File: src/rtl/bp_be_dcache_lce_cmd_merge.sv
// -----------------------------------------------------------------------------
// bp_be_dcache_lce_cmd_merge
//
// Merges the two command streams that feed the D$ LCE command stage: commands
// from the CCE network and LCE-LCE transfer commands from another LCE. Each
// source lands in its own small circular-buffer FIFO. A two-state round-robin
// arbiter picks one FIFO head and presents it to the consumer.
//
// Handshake semantics, used on every port pair of this block:
//   - Inputs use valid/ready. An entry is taken in the cycle where v_i and
//     ready_o are both high. ready_o comes only from registered state, so it
//     never depends combinationally on any input. Data is ignored while v_i
//     is low.
//   - The output uses valid/yumi. lce_cmd_yumi_i may only be high while
//     lce_cmd_v_o is high, and it dequeues the presented entry in that cycle.
//     Once presented, the entry and its source stay stable until yumi.
//
// Ports:
//   clk_i, reset_n_i           clock, asynchronous active-low reset
//   cce_cmd_i/_v_i/_ready_o    CCE command input (valid/ready)
//   tr_cmd_i/_v_i/_ready_o     transfer command input (valid/ready)
//   lce_cmd_o/_v_o/_yumi_i     merged command output (valid/yumi)
//   lce_cmd_src_o              source of lce_cmd_o: 0 = CCE, 1 = transfer
//   cce_count_o, tr_count_o    FIFO occupancy
//   arb_state_o                arbiter state (IDLE / HOLD), for observation
// -----------------------------------------------------------------------------

package bp_be_dcache_lce_cmd_merge_pkg;

  // Processor configurations. Each one fixes the LCE-CCE interface widths.
  typedef enum logic [1:0] {
    e_bp_inv_cfg         = 2'd0,
    e_bp_single_core_cfg = 2'd1,
    e_bp_dual_core_cfg   = 2'd2,
    e_bp_quad_core_cfg   = 2'd3
  } bp_params_e;

  typedef enum logic {
    e_arb_idle = 1'b0,
    e_arb_hold = 1'b1
  } arb_state_e;

  // Width of an LCE command:
  //   dst lce id + msg type (4) + way id + coherence state (3) + paddr
  //   + target lce id + target way id
  function automatic int unsigned lce_cmd_width(input bp_params_e cfg);
    int unsigned num_lce;
    int unsigned lce_assoc;
    int unsigned paddr_width;
    int unsigned lce_id_width;
    int unsigned way_id_width;
    case (cfg)
      e_bp_dual_core_cfg: begin
        num_lce = 4; lce_assoc = 8; paddr_width = 40;
      end
      e_bp_quad_core_cfg: begin
        num_lce = 8; lce_assoc = 8; paddr_width = 40;
      end
      default: begin
        num_lce = 2; lce_assoc = 8; paddr_width = 40;
      end
    endcase
    lce_id_width = (num_lce > 1) ? $clog2(num_lce) : 1;
    way_id_width = (lce_assoc > 1) ? $clog2(lce_assoc) : 1;
    return 2 * lce_id_width + 2 * way_id_width + 4 + 3 + paddr_width;
  endfunction

endpackage

// -----------------------------------------------------------------------------
// Per-source circular-buffer FIFO.
//   en_i      gates ready_o; low during reset and until the first clock after
//             reset is released
//   v_i/ready_o/data_i   enqueue side (valid/ready)
//   deq_i/data_o         dequeue side; data_o is the head entry
//   count_o              occupancy, 0..els_p
// -----------------------------------------------------------------------------
module bp_be_dcache_lce_cmd_merge_fifo #(
  parameter int width_p = 8,
  parameter int els_p   = 2
) (
  input  logic                       clk_i,
  input  logic                       reset_n_i,
  input  logic                       en_i,
  input  logic [width_p-1:0]         data_i,
  input  logic                       v_i,
  output logic                       ready_o,
  input  logic                       deq_i,
  output logic [width_p-1:0]         data_o,
  output logic [$clog2(els_p+1)-1:0] count_o
);

  localparam int ptr_w = $clog2(els_p);
  localparam int cnt_w = $clog2(els_p + 1);
  localparam logic [ptr_w-1:0] last_ptr_c = ptr_w'(els_p - 1);
  localparam logic [cnt_w-1:0] els_c      = cnt_w'(els_p);

  logic [width_p-1:0] mem [els_p];
  logic [ptr_w-1:0]   wr_ptr_r;
  logic [ptr_w-1:0]   rd_ptr_r;
  logic [cnt_w-1:0]   count_r;
  logic               enq;

  assign ready_o = en_i & (count_r < els_c);
  assign enq     = v_i & ready_o;
  assign data_o  = mem[rd_ptr_r];
  assign count_o = count_r;

  always_ff @(posedge clk_i or negedge reset_n_i) begin
    if (!reset_n_i) begin
      wr_ptr_r <= '0;
      rd_ptr_r <= '0;
      count_r  <= '0;
    end else begin
      if (enq) begin
        wr_ptr_r <= (wr_ptr_r == last_ptr_c) ? '0 : wr_ptr_r + ptr_w'(1);
      end
      if (deq_i) begin
        rd_ptr_r <= (rd_ptr_r == last_ptr_c) ? '0 : rd_ptr_r + ptr_w'(1);
      end
      // Simultaneous enqueue and dequeue leave the count unchanged.
      case ({enq, deq_i})
        2'b10:   count_r <= count_r + cnt_w'(1);
        2'b01:   count_r <= count_r - cnt_w'(1);
        default: count_r <= count_r;
      endcase
    end
  end

  // Storage needs no reset: an entry is only read after it has been written.
  always_ff @(posedge clk_i) begin
    if (enq) begin
      mem[wr_ptr_r] <= data_i;
    end
  end

endmodule

// -----------------------------------------------------------------------------
// Top: two FIFOs plus the round-robin IDLE/HOLD arbiter.
// -----------------------------------------------------------------------------
module bp_be_dcache_lce_cmd_merge
  import bp_be_dcache_lce_cmd_merge_pkg::*;
#(
  parameter bp_params_e bp_params_p = e_bp_inv_cfg,
  parameter int         els_p       = 2,
  localparam int        lce_cmd_width_lp = lce_cmd_width(bp_params_p),
  localparam int        cnt_width_lp     = $clog2(els_p + 1)
) (
  input  logic                        clk_i,
  input  logic                        reset_n_i,

  input  logic [lce_cmd_width_lp-1:0] cce_cmd_i,
  input  logic                        cce_cmd_v_i,
  output logic                        cce_cmd_ready_o,

  input  logic [lce_cmd_width_lp-1:0] tr_cmd_i,
  input  logic                        tr_cmd_v_i,
  output logic                        tr_cmd_ready_o,

  output logic [lce_cmd_width_lp-1:0] lce_cmd_o,
  output logic                        lce_cmd_v_o,
  input  logic                        lce_cmd_yumi_i,
  output logic                        lce_cmd_src_o,

  output logic [cnt_width_lp-1:0]     cce_count_o,
  output logic [cnt_width_lp-1:0]     tr_count_o,
  output arb_state_e                  arb_state_o
);

  // Low during reset, high from the first clock edge after release. Keeps
  // both ready outputs low while in reset without a combinational path from
  // reset_n_i.
  logic ready_en_r;

  always_ff @(posedge clk_i or negedge reset_n_i) begin
    if (!reset_n_i) begin
      ready_en_r <= 1'b0;
    end else begin
      ready_en_r <= 1'b1;
    end
  end

  logic [lce_cmd_width_lp-1:0] cce_head;
  logic [lce_cmd_width_lp-1:0] tr_head;
  logic                        deq_cce;
  logic                        deq_tr;

  bp_be_dcache_lce_cmd_merge_fifo #(
    .width_p (lce_cmd_width_lp),
    .els_p   (els_p)
  ) cce_fifo (
    .clk_i     (clk_i),
    .reset_n_i (reset_n_i),
    .en_i      (ready_en_r),
    .data_i    (cce_cmd_i),
    .v_i       (cce_cmd_v_i),
    .ready_o   (cce_cmd_ready_o),
    .deq_i     (deq_cce),
    .data_o    (cce_head),
    .count_o   (cce_count_o)
  );

  bp_be_dcache_lce_cmd_merge_fifo #(
    .width_p (lce_cmd_width_lp),
    .els_p   (els_p)
  ) tr_fifo (
    .clk_i     (clk_i),
    .reset_n_i (reset_n_i),
    .en_i      (ready_en_r),
    .data_i    (tr_cmd_i),
    .v_i       (tr_cmd_v_i),
    .ready_o   (tr_cmd_ready_o),
    .deq_i     (deq_tr),
    .data_o    (tr_head),
    .count_o   (tr_count_o)
  );

  // Arbiter state.
  //   grant_r      source locked while in HOLD
  //   last_grant_r source of the most recent dequeue; resets to 1 so the CCE
  //                source wins the first tie
  arb_state_e state_r;
  arb_state_e state_n;
  logic       grant_r;
  logic       last_grant_r;

  logic       cce_ne;
  logic       tr_ne;
  logic       sel;
  logic       cmd_v;
  logic       deq;

  assign cce_ne = (cce_count_o != '0);
  assign tr_ne  = (tr_count_o != '0);

  always_comb begin
    sel     = 1'b0;
    cmd_v   = 1'b0;
    state_n = state_r;
    case (state_r)
      e_arb_idle: begin
        cmd_v = cce_ne | tr_ne;
        if (cce_ne && tr_ne) begin
          sel = ~last_grant_r;
        end else if (tr_ne) begin
          sel = 1'b1;
        end else begin
          sel = 1'b0;
        end
      end
      e_arb_hold: begin
        // The locked head cannot have been dequeued, so it is still present.
        cmd_v = 1'b1;
        sel   = grant_r;
      end
      default: begin
        cmd_v = 1'b0;
        sel   = 1'b0;
      end
    endcase

    // yumi without a presented command is ignored, leaving state unchanged.
    deq = cmd_v & lce_cmd_yumi_i;

    if (cmd_v && !lce_cmd_yumi_i) begin
      state_n = e_arb_hold;
    end else begin
      state_n = e_arb_idle;
    end
  end

  assign deq_cce = deq & ~sel;
  assign deq_tr  = deq & sel;

  always_ff @(posedge clk_i or negedge reset_n_i) begin
    if (!reset_n_i) begin
      state_r      <= e_arb_idle;
      grant_r      <= 1'b0;
      last_grant_r <= 1'b1;
    end else begin
      state_r <= state_n;
      if (cmd_v && !lce_cmd_yumi_i) begin
        grant_r <= sel;
      end
      if (deq) begin
        last_grant_r <= sel;
      end
    end
  end

  assign lce_cmd_o     = sel ? tr_head : cce_head;
  assign lce_cmd_v_o   = cmd_v;
  assign lce_cmd_src_o = sel;
  assign arb_state_o   = state_r;

  // The consumer must never take a command that is not presented.
  yumi_without_valid: assert property (
    @(posedge clk_i) disable iff (!reset_n_i)
      !(lce_cmd_yumi_i && !lce_cmd_v_o)
  );

endmodule
File: config.mk
export PLATFORM = sky130hd
export DESIGN_NAME = bp_be_dcache_lce_cmd_merge
export DESIGN_NICKNAME = d
export VERILOG_FILES = /design/src/rtl/bp_be_dcache_lce_cmd_merge.sv
export SDC_FILE = /design/constraint.sdc
export NUM_CORES = 1
export LEC_CHECK = 0
export ABC_AREA = 1
export BUFFER_PORTS_ARGS = -buffer_cell sky130_fd_sc_hd__buf_2
export CORE_MARGIN = 5
export CORE_UTILIZATION = 50
export DETAILED_ROUTE_END_ITERATION = 8
export GPL_TIMING_DRIVEN = 0
export PLACE_DENSITY = 0.73
export SKIP_CTS_REPAIR_TIMING = 1
export SYNTH_ARGS = -nofsm -noshare
export SYNTH_HDL_FRONTEND = slang
export SYNTH_SLANG_ARGS = --single-unit
File: constraint.sdc
create_clock -name clk_i -period 4.2 [get_ports clk_i]
set_clock_uncertainty 0.1 [all_clocks]
set_input_delay 0.21 -clock clk_i [delete_from_list [all_inputs] [get_ports clk_i]]
set_output_delay 0.21 -clock clk_i [all_outputs]
set_load 0.01 [all_outputs]
==> impl_results.md, run 1 <==
- Synth area leaders: edfxtp_1 (73%), nand2_1 (9.6%), mux2i_1 (6.1%), dfrtp_1 (3.0%), o21ai_0 (2.6%)
- Final core utilization: 0.694
- Commonest cells in the netlist: nand2_1 (233), edfxtp_1 (220), mux2i_1 (55)
- Share of layout cells above drive strength 1: 0.262
- Reg2reg start: cce_fifo.count_o[1]
- Slew Limit Fails: 0
- Max H-tree Level: 1
- Clk buf depth: 3
- Clock-pin transition on the worst setup and hold timing paths: 0.06 ns
- Post-DP HPWL: 13600 um
- Final instance area: 12400 sq um
- Crit. End Element: output port
- Port Buffers: 178
- Mapped Area: 9080 sq um
- ANT cells: 0
- Final setup fails: 0
- Num CTS Buffers: 24
- Max-cap viol count: 0
- Vias/cell: 5.01
- CTS Sinks: 232
- Io pins: 179
- Total core area: 17900 sq um
- Initial antenna violation count: 0
- Starting Density: 0.507
- Total GRT Usage: 0.184
- Leak Pwr: 0.00508 uW
- Synth Warn #: 0
- Syn avg cell area: 13.9 sq um
- Critical Path RT: 3.89 ns
- # fillers: 1214
- Worst ir drop on vdd: 0.000392 V
- Area leader, netlist: edfxtp_1
- Largest net degree at the start of global routing: 30
- Area delta synth->final: 36.7%
- Slew headroom: 0.413
- DR DRC count: 0
- Tcrit/Tclk final: 0.597
- Flops & latches, synth: 232
- Drt pass-1 iters: 5
- Vias in the first global route: 5890
- Power Density: 629 nW/um^2
- Tmin final: 2.51 ns
- Die Y: 145 um
- Full die area: 21000 sq um
- Top_reg_cell synth: edfxtp_1
- Post-synth ARST share: 0.0517
- Syn Inst Count: 652
- CP Max Fanout: 10
- Register area share after synthesis: 0.760
- DR WL/cell: 17.9 um
- Antenna-violating nets left: 0
- Top-count cell post-synth: nand2_1
- Slew @ Worst Pin: 0.879 ns
- First-pass GRT wire length: 29700 um
- Syn nets: 769
- CTS tree: done
- DR iter-0 viols: 330
- Post-synth EDFFs: 220
- Congestion Overflow GR: 0
- Die width: 145 um
- Row count: 49
- Unrepaired setup endpoints after global routing: no
- Status: finished clean
- Final hold viol count: 0
- Final RePlAce weighted congestion: 0.756
- Area share of the largest cell type after synthesis: 0.727
- Worst hold path type: input port to asynchronous set/reset pin
- Worst Setup SP: last_grant_r
- Fmax achieved: 399 MHz
- Area of the multi-input gates: 1930 sq um
- FF/Latch Area: 6910 sq um
- Critical Path AT: 2.20 ns
- Vias: 6123
- Total detailed-routing wirelength: 21900 um
- Root Driver: clkbuf_16
- Worst setup SP type: register
- Clk_lat worst skew: 0.50 ns
- Synth cell types: 27
- WS Path Type: register to output port
- Placed inst area: 10400 sq um
- Final net count: 1091
final cells by class:
cell class	count	share of cell area
clock inverter	18	0.0194
tap	229	0.0231
buffer	31	0.0177
sequential	232	0.556
clock buffer	26	0.0507
multi-input combinational	373	0.155
inverter	16	0.00484
timing repair buffer	296	0.173
registers in the layout (all words and copies together) (netlist names):
| register | count |
|---|---|
| cce_fifo.mem | 110 |
| tr_fifo.mem | 110 |
| cce_fifo.count_o | 2 |
| tr_fifo.count_o | 2 |
| arb_state_o | 1 |
| cce_fifo.rd_ptr_r | 1 |
| cce_fifo.wr_ptr_r | 1 |
| grant_r | 1 |
| last_grant_r | 1 |
| ready_en_r | 1 |
| tr_fifo.rd_ptr_r | 1 |
| tr_fifo.wr_ptr_r | 1 |
cell usage in the layout, fill, tap and decap left out, types with 3 or more instances in the layout:
| master | count |
|---|---|
| mux2i_1 | 55 |
| dlygate4sd3_1 | 112 |
| buf_12 | 4 |
| buf_2 | 192 |
| nor2_4 | 4 |
| clkinv_1 | 5 |
| edfxtp_1 | 220 |
| clkinvlp_4 | 3 |
| nand2_1 | 233 |
| clkbuf_2 | 3 |
| nor2_1 | 5 |
| inv_1 | 15 |
| bufinv_16 | 6 |
| o21ai_0 | 48 |
| buf_6 | 9 |
| clkbuf_1 | 3 |
| clkbuf_16 | 25 |
| dfrtp_1 | 11 |
| clkinv_2 | 4 |
| xor2_1 | 4 |
| o21ai_1 | 11 |
per-stage QoR:
step	hold WS, ns	std cells	TNS [ns]	worst slack (ns)	total power [uW]
2_1_floorplan	-0.186	652	0	0.497	4500
3_3_place_gp	0.00257	1059	-201.56	-0.945	5430
3_5_place_dp	0.00342	1065	0	1.97	5490
4_1_cts	-0.541	1109	0	1.65	7780
5_1_grt	0.0358	1221	0	1.52	8280
6_report	0.0239	1221	0	1.69	7820
routing by layer:
layer / share of wire / track usage / vias to the layer above
met5: 0 / 0 / -
met4: 0.019 / 0.0398 / 0
met3: 0.072 / 0.0506 / 33
met2: 0.53 / 0.334 / 212
met1: 0.38 / 0.219 / 2939
li1: - / - / 2939
power by group:
part	leakage [uW]	internal, uW	switching, uW
registers	0.00214	2810	85.7
clock network	0.000418	1450	851
logic	0.00252	1020	1600
critical path, cell delays in order (launching register included):
cell and delay (ns):
dfstp_2 0.51, inv_1 0.04, nor2_1 0.11, nand2_2 0.09
nand3_4 0.15, clkbuf_1 0.40, o21ai_0 0.21, buf_2 0.18
kinds of logic after synthesis:
| kind of cell | synth area share |
|---|---|
| other | 0.000413 |
| adders and majority gates | 0.00275 |
| buffers and inverters | 0.0308 |
| and+or+nand+nor | 0.106 |
| DFF | 0.760 |
| xor gates and xnor gates | 0.00578 |
| muxes | 0.0606 |
| AOI/OAI and AO/OA | 0.0336 |
path summary, 6_finish.rpt:
path | end | slack [ns] | depth (start not counted)
setup / recovery | lce_cmd_o[7] | 1.69 | 7
min in group clk_i | tr_fifo.wr_ptr_r | 0.08 | 3
hold / removal | grant_r | 0.02 | 2
max in group asynchronous | last_grant_r | 3.70 | 2
setup reg to reg | cce_fifo.mem[1][31] | 1.97 | 4
hold reg to reg | last_grant_r | 0.41 | 2
(Power assumes the default switching activity.)
==> inputs of run 2 (changes only) <==
--- a/config.mk
+++ b/config.mk
@@ -5,13 +5,13 @@
 export SDC_FILE = /design/constraint.sdc
 export NUM_CORES = 1
 export LEC_CHECK = 0
-export ABC_AREA = 1
+export ABC_AREA = 0
 export BUFFER_PORTS_ARGS = -buffer_cell sky130_fd_sc_hd__buf_2
 export CORE_MARGIN = 5
 export CORE_UTILIZATION = 50
 export DETAILED_ROUTE_END_ITERATION = 8
 export GPL_TIMING_DRIVEN = 0
-export PLACE_DENSITY = 0.73
+export PLACE_DENSITY = 0.74
 export SKIP_CTS_REPAIR_TIMING = 1
 export SYNTH_ARGS = -nofsm -noshare
 export SYNTH_HDL_FRONTEND = slang
==> constraint.sdc (replaced) <==
create_clock -name clk_i -period 2.4 [get_ports clk_i]
set_clock_uncertainty 0.1 [all_clocks]
set_input_delay 0.12 -clock clk_i [delete_from_list [all_inputs] [get_ports clk_i]]
set_output_delay 0.12 -clock clk_i [all_outputs]
set_load 0.01 [all_outputs]
==> impl_results.md, run 2 <==
- Row count: 48
- Synth cell types: 26
- Max H-tree Level: 1
- Cell-by-cell trace of the critical path: or3_4 -> o211ai_4 -> buf_8 -> clkbuf_16 -> a211oi_1 -> a21oi_1 -> buf_2
- Worst hold path type: input port to asynchronous set/reset pin
- Hold slack final: 0.0219 ns
- Worst setup SP type: register
- Full die area: 20600 sq um
- Final net count: 972
- Root Driver: clkbuf_16
- Gate power share: 0.372
- Largest net degree at the start of global routing: 56
- Area delta synth->final: 37.9%
- Area share of the largest cell type after synthesis: 0.742
- DR WL/cell: 19.2 um
- Syn avg cell area: 17.1 sq um
- Leak Pwr: 0.00460 uW
- Largest registers: cce_fifo.mem x110, tr_fifo.mem x110
- Fmax achieved: 411 MHz
- Power Density: 1110 nW/um^2
- Reg2Reg Depth: 5
- Post-Place Worst Slack: -0.00158 ns
- Num CTS Buffers: 23
- Starting Density: 0.513
- Reg2reg end: cce_fifo.mem[0][32]
- Drt pass-1 iters: 4
- # fillers: 1117
- Final RePlAce weighted congestion: 0.778
- Vias: 5713
- Slew Limit Fails: 0
- Syn Inst Count: 520
- Crit path largest cell delay: 0.43 ns
- Antenna-violating nets left: 0
- DR DRC count: 0
- Worst Path Buf+Inv: 3
- Total GRT Usage: 0.181
- Max-cap viol count: 0
- Vias in the first global route: 5568
- Slew @ Worst Pin: 0.853 ns
- Top-count cell post-synth: edfxtp_1
- Worst ir drop on vdd: 0.000667 V
- Io pins: 179
- Post-synth EDFFs: 220
- CP Max Fanout: 7
- CTS tree: done
- Status: finished with violations
- First-pass GRT wire length: 28800 um
- Die Y: 143 um
- CP delay by family, top: buffers and inverters
- Initial antenna violation count: 1
- Tcrit/Tclk final: 1.01
- Most frequent cells in the layout: edfxtp_1 (220), buf_2 (184), dlygate4sd3_1 (115)
- Sequential power share: 0.379
- WS Path Type: register to output port
- Unrepaired setup endpoints after global routing: yes
- Synth Warn #: 0
- Register area share after synthesis: 0.776
- CTS Sinks: 232
- Post-synth ARST share: 0.0517
- Clock-pin transition on the worst setup and hold timing paths: 0.06 ns
- Area leader, netlist: edfxtp_1
- Slew headroom: 0.431
- Share of layout cells above drive strength 1: 0.318
- Total detailed-routing wirelength: 21100 um
- Switching Share: 0.332
- Final setup fails: 11
- Critical Path RT: 2.18 ns
- Setup TNS Final: -0.103 ns
- Mapped Area: 8900 sq um
- Die width: 143 um
- Commonest cells in the netlist: edfxtp_1 (220), nor2b_1 (57), a211oi_1 (55), a21oi_1 (55), mux2i_1 (55)
- Clk buf depth: 3
- Violated checks: setup timing
- DR iter-0 viols: 194
- Switching power: 4530 uW
- Critical Path AT: 2.21 ns
- Clock network power share: 0.250
- Clk_lat worst skew: 0.50 ns
- Fin worst setup slack: -0.0303 ns
- Port Buffers: 178
- Total core area: 17400 sq um
- Congestion Overflow GR: 0
- Commonest non-fill, non-tap cell in the layout: edfxtp_1
- Vias/cell: 5.20
- Flops & latches, synth: 232
- Synth area leaders: edfxtp_1 (74%), mux2i_1 (6.2%), a211oi_1 (4.6%), nor2b_1 (4.0%), a21oi_1 (3.1%)
- Crit-path slowest cell: dfrtp_2
- Pint: 9090 uW
- Reg2reg start: cce_fifo.count_o[1]
- Reg2reg setup slack: 0.05 ns
- Top_reg_cell synth: edfxtp_1
- Crit. End Element: output port
- Tmin final: 2.43 ns
- Post-DP HPWL: 13100 um
- Final hold viol count: 0
- Syn nets: 637
==> run 2: cell families after synthesis <==
| group | share of synthesized area |
|---|---|
| simple gates | 0.0491 |
| flops | 0.776 |
| xor+xnor | 0.00984 |
| fa+ha+maj | 0.00281 |
| compound gates | 0.0815 |
| other cells | 0.000421 |
| buf+inv | 0.0184 |
| mux | 0.0619 |
==> run 2: worst reg2reg max path, delay by kind of cell (launching register included) <==
family,cells,cell delay [ns]
buffers and inverters,2,0.49
DFF,1,0.46
and+or+nand+nor,3,0.99
==> run 2: final cells by class <==
type | count | area (sq um) | share of cell area
sequential | 232 | 6910 | 0.563
timing repair buffer | 310 | 2230 | 0.182
multi-input combinational | 255 | 1910 | 0.155
clock buffer | 29 | 598 | 0.0487
tap | 225 | 282 | 0.0229
buffer | 30 | 213 | 0.0173
clock inverter | 13 | 121 | 0.00989
inverter | 3 | 11.3 | 0.000917
antenna | 1 | 2.50 | 0.000204
==> run 2: metrics by stage <==
stage	area (sq um)	power, uW	std cells	util
floorplan	8920	7940	520	-
global placement	10100	9550	923	0.581
detailed placement	10200	9730	926	0.585
CTS	10900	13100	968	0.627
global route	12300	14300	1098	0.707
finish	12300	13600	1098	0.707
==> run 2: power groups by stage <==
stage,combinational [uW],sequential (uW),clock [uW]
after CTS,4520,5160,3480
after detailed placement,4490,5240,0
after global routing,5470,5200,3650
final,5060,5160,3400
after global placement,4330,5220,0
after floorplan,2740,5200,0
==> run 2: worst max path at each step <==
stage,endpoint,start,slack (ns),depth (start not counted)
detailed placement,cce_fifo.mem[1][31],cce_fifo.count_o[1],-0.002,2
CTS,lce_cmd_o[40],tr_fifo.rd_ptr_r,-0.31,6
global placement,cce_fifo.mem[0][34],cce_fifo.count_o[1],-0.22,3
floorplan,cce_fifo.mem[0][0],cce_fifo.count_o[1],0.15,3
global route,lce_cmd_o[49],arb_state_o,-0.18,7
finish,lce_cmd_o[49],arb_state_o,-0.03,7
==> run 2: routing by layer <==
layer  up-vias  global-route usage  part of all wire
met5         -                   0                 0
met4         0              0.0441             0.016
met3        32              0.0443             0.064
met2       182               0.334              0.53
met1      2800               0.212              0.39
li1       2699                   -                 -
==> inputs of run 3 (changes only) <==
--- a/config.mk
+++ b/config.mk
@@ -8,10 +8,10 @@
 export ABC_AREA = 0
 export BUFFER_PORTS_ARGS = -buffer_cell sky130_fd_sc_hd__buf_2
 export CORE_MARGIN = 5
-export CORE_UTILIZATION = 50
+export CORE_UTILIZATION = 55
 export DETAILED_ROUTE_END_ITERATION = 8
 export GPL_TIMING_DRIVEN = 0
-export PLACE_DENSITY = 0.74
+export PLACE_DENSITY = 0.8
 export SKIP_CTS_REPAIR_TIMING = 1
 export SYNTH_ARGS = -nofsm -noshare
 export SYNTH_HDL_FRONTEND = slang
==> impl_results.md, run 3 (synthesis results as in run 2) <==
- CTS tree: done
- Worst ir drop on vdd: 0.000707 V
- Die width: 137 um
- Gate power share: 0.378
- DR DRC count: 0
- Violated checks: setup timing
- Switching Share: 0.338
- Post-DP HPWL: 13100 um
- Congestion Overflow GR: 0
- Slew Limit Fails: 0
- Die Y: 137 um
- Vias/cell: 5.39
- Port Buffers: 178
- Largest net degree at the start of global routing: 56
- Max H-tree Level: 1
- DR WL/cell: 20.8 um
- Commonest non-fill, non-tap cell in the layout: edfxtp_1
- Reg2reg setup slack: 0.15 ns
- Leak Pwr: 0.00458 uW
- Total core area: 15900 sq um
- Num CTS Buffers: 22
- FF/Latch Area: 6910 sq um
- CP Max Fanout: 7
- CTS Sinks: 232
- Worst setup SP type: register
- Pint: 9080 uW
- Power Density: 1120 nW/um^2
- Drt pass-1 iters: 5
- Status: finished with violations
- Final RePlAce weighted congestion: 0.810
- Critical Path RT: 2.18 ns
- Slew @ Worst Pin: 0.872 ns
- Clock-pin transition on the worst setup and hold timing paths: 0.06 ns
- Final net count: 969
- Total power: 13700 uW
- Switching power: 4630 uW
- Area of the multi-input gates: 1890 sq um
- Starting Density: 0.560
- Io pins: 179
- Setup TNS Final: -0.0579 ns
- Max-cap viol count: 0
- Crit. End Element: output port
- Critical Path AT: 2.23 ns
- ANT cells: 0
- Post-Place Worst Slack: -0.0382 ns
- DR iter-0 viols: 313
- WS Path Type: register to output port
- Row count: 46
- Largest registers: cce_fifo.mem x110, tr_fifo.mem x110
- First-pass GRT wire length: 29300 um
- Area delta synth->final: 37.6%
- Worst hold path type: input port to asynchronous set/reset pin
- Unrepaired setup endpoints after global routing: yes
- Share of layout cells above drive strength 1: 0.309
- Initial antenna violation count: 0
- Fin worst setup slack: -0.0468 ns
- Worst Setup SP: arb_state_o
- Fmax achieved: 409 MHz
- Clk_lat worst skew: 0.49 ns
- Slew headroom: 0.419
- Vias in the first global route: 5640
- Sequential power share: 0.375
- Clock network power share: 0.247
- Reg2reg start: tr_fifo.count_o[1]
- Tmin final: 2.45 ns
- Root Driver: clkbuf_16
- Most frequent cells in the layout: edfxtp_1 (220), buf_2 (184), dlygate4sd3_1 (115)
- Final hold viol count: 0
- Antenna-violating nets left: 0
- Full die area: 18800 sq um
- Tcrit/Tclk final: 1.02
- Final setup fails: 2
- # fillers: 924
- Total detailed-routing wirelength: 22600 um
- Total GRT Usage: 0.204
- Vias: 5840
- Clk buf depth: 3
[run 3: cell types whose count changed in the layout (fill, tap and decap cells not counted), sizes merged]
cell	before	now
buf	207	203
diode	1	0
inv	4	3
clkbuf	47	51
clkinv	10	7
[run 3: final cells by class]
| cell class | instances | share of cell area |
|---|---|---|
| clock buffer | 31 | 0.0495 |
| timing repair buffer | 310 | 0.185 |
| inverter | 3 | 0.000920 |
| tap | 216 | 0.0221 |
| clock inverter | 9 | 0.00746 |
| multi-input combinational | 255 | 0.155 |
| sequential | 232 | 0.564 |
| buffer | 28 | 0.0160 |
[run 3: worst paths after layout]
| check | end | depth (start not counted) |
|---|---|---|
| max | lce_cmd_o[41] | 7 |
| min | last_grant_r | 2 |
| max reg2reg | tr_fifo.mem[0][25] | 6 |
| min reg2reg | last_grant_r | 2 |
| max in group asynchronous | tr_fifo.count_o[0] | 3 |
| min in group clk_i | cce_fifo.mem[1][45] | 2 |
[run 3: through the flow]
| stage | util | cell area [sq um] | hold slack (ns) | cells |
|---|---|---|---|---|
| global route | 0.771 | 12200 | 0.0104 | 1084 |
| finish | 0.771 | 12200 | 0.00604 | 1084 |
| floorplan | - | 8920 | -0.276 | 520 |
| CTS | 0.683 | 10900 | -0.607 | 957 |
| detailed placement | 0.639 | 10200 | -0.0868 | 917 |
| global placement | 0.635 | 10100 | -0.0999 | 914 |
[run 3: power groups by stage]
stage          Combinational, uW  Clock [uW]  Sequential [uW]
2_1_floorplan               2740           0             5200
3_3_place_gp                4310           0             5220
3_5_place_dp                4520           0             5230
4_1_cts                     4550        3400             5150
5_1_grt                     5590        3620             5180
6_report                    5180        3380             5150
[run 3: worst max-delay path, cell delays in order (launching register included)]
cell and delay (ns):
dfrtp_2 0.41, or3_4 0.39, o211ai_4 0.15, buf_6 0.21
buf_8 0.13, a211oi_1 0.06, a21oi_1 0.20, buf_2 0.19
[run 3: layer usage]
metal | share of wire | vias up | routed length (um) | track usage
li1 | - | 2693 | - | -
met1 | 0.38 | 2857 | 8660 | 0.243
met2 | 0.53 | 238 | 11800 | 0.370
met3 | 0.067 | 52 | 1520 | 0.0544
met4 | 0.023 | 0 | 516 | 0.0493
met5 | 0 | - | 0 | 0
